--- config.mk ---
export PLATFORM = sky130hd
export DESIGN_NAME = multicycle_controller
export DESIGN_NICKNAME = d
export VERILOG_FILES = /design/src/rtl/multicycle_controller.sv
export SDC_FILE = /design/constraint.sdc
export NUM_CORES = 1
export LEC_CHECK = 0
export BUFFER_PORTS_ARGS = -buffer_cell sky130_fd_sc_hd__clkbuf_2
export CAP_MARGIN = 20
export CORE_MARGIN = 3
export CORE_UTILIZATION = 45
export CTS_CLUSTER_SIZE = 24
export DETAILED_ROUTE_END_ITERATION = 7
export PLACE_DENSITY = 0.77
export SLEW_MARGIN = 20
export SYNTH_ARGS = -nofsm -noshare
export SYNTH_HDL_FRONTEND = slang
export SYNTH_SLANG_ARGS = --single-unit
--- constraint.sdc ---
create_clock -name clk -period 2.04 [get_ports clk]
set_clock_uncertainty 0.2 [all_clocks]
set_input_delay 0.204 -clock clk [delete_from_list [all_inputs] [get_ports clk]]
set_output_delay 0.204 -clock clk [all_outputs]
set_load 0.05 [all_outputs]
--- src/rtl/multicycle_controller.sv ---
// Control unit for the RISC-V multicycle core: Moore main FSM with ALU and
// immediate decoders driving every datapath select and write enable.
module multicycle_controller (
  input  logic       clk,
  input  logic       reset,
  input  logic [6:0] op,
  input  logic [2:0] funct3,
  input  logic       funct7b5,
  input  logic       Zero,
  output logic [1:0] ImmSrc,
  output logic [1:0] ALUSrcA,
  output logic [1:0] ALUSrcB,
  output logic [1:0] ResultSrc,
  output logic       AdrSrc,
  output logic [2:0] ALUControl,
  output logic       IRWrite,
  output logic       PCWrite,
  output logic       RegWrite,
  output logic       MemWrite
);

  typedef enum logic [3:0] {
    FETCH, DECODE, MEMADR, MEMREAD, MEMWB, MEMWRITE,
    EXECR, EXECI, ALUWB, BEQ, JAL
  } state_t;

  localparam logic [6:0] OP_LW   = 7'b0000011;
  localparam logic [6:0] OP_SW   = 7'b0100011;
  localparam logic [6:0] OP_R    = 7'b0110011;
  localparam logic [6:0] OP_I    = 7'b0010011;
  localparam logic [6:0] OP_BEQ  = 7'b1100011;
  localparam logic [6:0] OP_JAL  = 7'b1101111;

  state_t     state, next_state, cur;
  logic [1:0] alu_op;
  logic       branch, pc_update;

  always_ff @(posedge clk) begin
    if (reset) state <= FETCH;
    else       state <= next_state;
  end

  always_comb begin
    next_state = FETCH;
    case (state)
      FETCH:   next_state = DECODE;
      DECODE:  case (op)
                 OP_LW, OP_SW: next_state = MEMADR;
                 OP_R:         next_state = EXECR;
                 OP_I:         next_state = EXECI;
                 OP_BEQ:       next_state = BEQ;
                 OP_JAL:       next_state = JAL;
                 default:      next_state = FETCH;
               endcase
      MEMADR:  next_state = (op == OP_LW) ? MEMREAD : MEMWRITE;
      MEMREAD: next_state = MEMWB;
      EXECR,
      EXECI,
      JAL:     next_state = ALUWB;
      default: next_state = FETCH;
    endcase
  end

  // Outputs read as FETCH for as long as reset is held, whatever the register holds.
  assign cur = reset ? FETCH : state;

  always_comb begin
    ALUSrcA   = 2'b00;
    ALUSrcB   = 2'b00;
    ResultSrc = 2'b00;
    AdrSrc    = 1'b0;
    IRWrite   = 1'b0;
    RegWrite  = 1'b0;
    MemWrite  = 1'b0;
    alu_op    = 2'b00;
    branch    = 1'b0;
    pc_update = 1'b0;
    case (cur)
      FETCH:    begin IRWrite = 1'b1; ALUSrcB = 2'b10; ResultSrc = 2'b10; pc_update = 1'b1; end
      DECODE:   begin ALUSrcA = 2'b01; ALUSrcB = 2'b01; end
      MEMADR:   begin ALUSrcA = 2'b10; ALUSrcB = 2'b01; end
      MEMREAD:  AdrSrc = 1'b1;
      MEMWB:    begin ResultSrc = 2'b01; RegWrite = 1'b1; end
      MEMWRITE: begin AdrSrc = 1'b1; MemWrite = 1'b1; end
      EXECR:    begin ALUSrcA = 2'b10; alu_op = 2'b10; end
      EXECI:    begin ALUSrcA = 2'b10; ALUSrcB = 2'b01; alu_op = 2'b10; end
      ALUWB:    RegWrite = 1'b1;
      BEQ:      begin ALUSrcA = 2'b10; alu_op = 2'b01; branch = 1'b1; end
      JAL:      begin ALUSrcA = 2'b01; ALUSrcB = 2'b10; pc_update = 1'b1; end
      default:  ;
    endcase
  end

  assign PCWrite = pc_update | (branch & Zero);

  // Subtract only for R-type with funct7b5 set; addi's funct7b5 is immediate bits.
  always_comb begin
    ALUControl = 3'b000;
    case (alu_op)
      2'b01:   ALUControl = 3'b001;
      2'b10:   case (funct3)
                 3'b000:  ALUControl = ({op[5], funct7b5} == 2'b11) ? 3'b001 : 3'b000;
                 3'b010:  ALUControl = 3'b101;
                 3'b110:  ALUControl = 3'b011;
                 3'b111:  ALUControl = 3'b010;
                 default: ALUControl = 3'b000;
               endcase
      default: ALUControl = 3'b000;
    endcase
  end

  always_comb begin
    ImmSrc = 2'b00;
    case (op)
      OP_SW:   ImmSrc = 2'b01;
      OP_BEQ:  ImmSrc = 2'b10;
      OP_JAL:  ImmSrc = 2'b11;
      default: ImmSrc = 2'b00;
    endcase
  end

endmodule

# After elaboration in Yosys (flattened, before gate mapping)
# Cells that the tools add are included.
dict set report word_totals {
  regBits 4
  input_bits 14
  output_inout_bits 16
  elab_cells 61
}
dict set report classes {
  n_eq_ne 28
  mux 18
  n_bitwise 2
  n_reduce_logical 12
}
# operator n
set ops {}
lappend ops {{$pmux W4 S5} 2}
lappend ops {{$eq A4 B3 Y1 const B} 6}
lappend ops {{$eq A4 B2 Y1 const B} 4}
lappend ops {{$eq A4 B4 Y1 const B} 4}
lappend ops {{$pmux W2 S2} 4}
lappend ops {{$eq A7 B6 Y1 const B} 2}
lappend ops {{$eq A7 B7 Y1 const B} 2}
lappend ops {{$pmux W3 S4} 1}
lappend ops {{$reduce_or A2 Y1} 6}
lappend ops {{$eq A4 B1 Y1 const B} 2}
lappend ops {{$logic_not A4 Y1} 2}
lappend ops {{$eq A7 B2 Y1 const B} 1}
lappend ops {{$eq A7 B5 Y1 const B} 1}
lappend ops {{$mux W1} 7}
lappend ops {{$eq A3 B3 Y1 const B} 2}
lappend ops {{$pmux W2 S3} 1}
lappend ops {{$pmux W3 S2} 1}
lappend ops {{$reduce_or A3 Y1} 2}
lappend ops {{$eq A2 B2 Y1 const B} 2}
lappend ops {{$mux W4} 1}
lappend ops {{$reduce_or A4 Y1} 1}
lappend ops {{$eq A3 B2 Y1 const B} 1}
lappend ops {{$logic_not A3 Y1} 1}
lappend ops {{$mux W3} 1}
lappend ops {{other kinds (3)} 3}

# Depth between registers and ports, before layout
dict set report logic_depth {
  depth_word 6
  ltp_mapped 8
}

# Worst setup path before layout
# OpenSTA, ideal clock, no wires.
dict set report synth_timing {
  kind {flip-flop to output port}
  startpoint {reg state[2]}
  endpoint {out ALUControl[2]}
  arrival_ns 2.829
  required_time_ns 1.636
  path_slack_ns -1.193
  path_stages_with_launch 6
  path_cell_list {dfxtp_1 -> buf_2 -> buf_2 -> or3_1 -> ha_1 -> nor4bb_1}
}
dict set report synth_via {
  elab_chain_cells 6
  elab_cells_between_ends 9
  cone_classes {eq/ne: 5; mux: 3; reduce/logical: 1}
}
# element line
set synth_rtl {}
lappend synth_rtl {{from (decl)} 34} ;# state_t state, next_state, cur;
lappend synth_rtl {{from (signal assigned)} 40} ;# else state <= next_state;
lappend synth_rtl {{$mux W4 (*)} 65} ;# assign cur = reset ? FETCH : state;
lappend synth_rtl {{$eq A4 B3 Y1} 78} ;# case (cur)
lappend synth_rtl {{$reduce_or A2 Y1 (no line)} --}
lappend synth_rtl {{$pmux W2 S2 (*)} 78}
lappend synth_rtl {{$eq A2 B2 Y1 or $eq A2 B1 Y1 (tied branches)} 99} ;# case (alu_op)
lappend synth_rtl {{$pmux W3 S2 (*)} 99}
lappend synth_rtl {{to (decl)} 15} ;# output logic [2:0] ALUControl,
# Mark *: on every way between the ends. The rest lies on a longest branch, timed or not.

# Final worst setup path
dict set report layout_timing {
  startpoint {reg state[1]}
  endpoint {out ALUControl[2]}
}
# The elaborated chain is that of the path after synthesis.

==> qor.yml <==
fin_total_pwr_uw: 301.9
clockRootBuffer: "clkbuf_4"
syn-cell-area_um2: 645.6
core-area_mm2: 0.001318
final_layout_size_suffix_gt1_frac: 0.5313
cts_hold_buf: 0
area_delta_synth_final_pct: 54.65
largest_reg_flops: 4
num_antenna_cells: 0
ctsLongestPathBuffers: 2
post-route-util: 0.7578
hold-worst-slack_ns: 0.1095
wl_um: 2057
multiInputGateArea_um2: 569.3
end_kind: "output pin"
cts_tree: "done"
min_period_ns: 2.174
cts_sinks: 4
largest_registers: "state (4)"
final_area_um2: 998.5
worst_path_largest_cell_delay_ns: 0.33
wire_per_inst_um: 14.38
status: "complete, but fails checks"
yosys.area.top_type: "dfxtp_1"
r2r_start: "state[1]"
finalCritPeriodShare: 1.066
port_buffers: 29
setup_viol: 3
syn_nets: 105
crit_path_start_kind: "flop"
postSynthCellCount: 89
insertion_delay_ns: 0.24
min-delay-path-class: "input pin to flop"
hpwl_um: 1465
die_y_um: 43.88
grt_max_degree: 18
vias: 821
layout_common_cells: "clkbuf_2 (25), buf_4 (14), nor2_1 (7)"
yosysWarningCount: 0
detail-route-antenna-nets: 0
leakage_uw: 0.0004474
hold_viol: 0
antenna_found_initial: 0
layout_commonest_cell: "clkbuf_2"
drc: 0
n_fill_cell: 110
synth.distinct_cells: 36
tritoncts.num_buffers: 3
syn_area_per_cell_um2: 7.254
rsz0062_at_grt: "true"
grt_util_all_layers: 0.2586
post_dp_cell_area_um2: 887.1
fin_ws_ns: -0.1338
violations: "negative setup slack"
largest-register: "state"
cp_data_required_time_ns: 1.64
min_from: "op[6]"
ys_seq_area_frac: 0.1240
firstDrtPassIters: 6
slew_headroom: 0.8046
fmax_mhz: 460.0
num_io_pins: 30
synth_seq_cells: 4
vdd.ir_drop.worst_mv: 0.2234
via_per_inst: 5.741
tns_ns: -0.3183
die_x_um: 43.88
max_slew.worst_pin.slew_ns: 0.2925
final_nets: 146
drtIter0Drc: 17
synth_area_leaders: "dfxtp_1 (12%), and3_1 (4.8%), nor3b_1 (4.7%)"
synth_top_area_share: 0.1240
arrival_ns: 1.77
cp_cell_sequence: "nand2b_4, or3_4, ha_4, nor4bb_4, clkbuf_8"
cap_violations: 0
drv_slew: 0
crit_path_start: "state[1]"
cp_slowest_cell: "or3_4"
grt_pass1_wl_um: 3629
clkTransAtPathRegs_ns: 0.04
cellPowerDensity_mw_per_mm2: 302.3
htreeDepth: 1
rows: 13
path_max_fanout: 3
grt_pass1_vias: 771
grt_overflow: 0
gp_congestion: 0.7869
start_util: 0.4900
seq_area_um2: 83.83
setup.worst_path.class: "flop to output pin"
die_area_mm2: 0.001925
==> cell type report <==
| type | count | share of cell area |
|---|---|---|
| repair buffers | 43 | 0.2857 |
| clock buffers | 3 | 0.02256 |
| well taps | 15 | 0.01880 |
| multi-input cells | 73 | 0.5702 |
| inverters | 5 | 0.01880 |
| flip-flops and latches | 4 | 0.08396 |
==> repair_timing <==
action	in CTS	in global routing
endpoints found under the setup margin	4	4
buffers inserted	3	1
gates resized for setup	11	9
pin swaps	3	4
==> worst max-delay path, delay by kind of cell (launching register included) <==
| kind | cells | cell delay [ns] |
|---|---|---|
| and+or+nand+nor | 3 | 0.74 |
| DFF | 1 | 0.32 |
| adders and majority gates | 1 | 0.24 |
| buffers and inverters | 1 | 0.22 |
==> cells by family (layout without fill, tap and decap cells) <==
family,after synthesis,count (layout),synth area share
AND/OR/NAND/NOR,51,51,0.5000
AO/OA/AOI/OAI,15,15,0.1744
buffers and inverters,12,51,0.09108
XOR/XNOR,4,4,0.05427
flip-flops,4,4,0.1240
adder cells (fa/ha/maj),2,2,0.03875
multiplexers,1,1,0.01744
==> synthesized netlist by cell type, drive strengths merged <==
master and number:
nor3b 5, dfxtp 4, xnor2 3, and3b 3
nor4b 1, a2111oi 1, nor4bb 1, o2111ai 1
and4bb 1, buf 7, and4b 2, nand3 1
nor3 5, a21oi 5, nand4b 1, and3 6
o211ai 2, a22oi 1, or3 1, o21ai 3
nand4 3, a2bb2oi 1, xor2 1, inv 5
nand2b 4, nor2b 3, a21o 1, or2b 1
mux2 1, nor2 7, ha 2, nand2 6
==> per-layer routing <==
metal / up-vias / wire length (um) / global-route usage / share of wire
li1: 402 / - / - / -
met1: 383 / 860 / 0.2938 / 0.42
met2: 28 / 999 / 0.4302 / 0.49
met3: 8 / 103 / 0.03320 / 0.050
met4: 0 / 93 / 0.1988 / 0.045
met5: - / 0 / 0 / 0
==> final timing paths <==
| path | to | slack [ns] | cells past startpoint |
|---|---|---|---|
| setup / recovery | ALUControl[2] | -0.13 | 5 |
| hold / removal | state[3] | 0.11 | 3 |
| setup reg to reg | state[1] | 0.60 | 5 |
| hold reg to reg | state[0] | 0.45 | 2 |
==> report_power, final <==
group	internal [uW]	switching (uW)	total [uW]
clock network	66.2	38.5	105
logic	43.2	72.0	115
registers	80.7	1.23	82.0
==> through the flow <==
step	worst slack, ns	std cells
finish	-0.1338	143
CTS	-0.1518	142
floorplan	-0.1870	89
detailed placement	-0.01880	136
global placement	0.02315	136
global route	-0.1843	143
(Power assumes the default switching activity.)
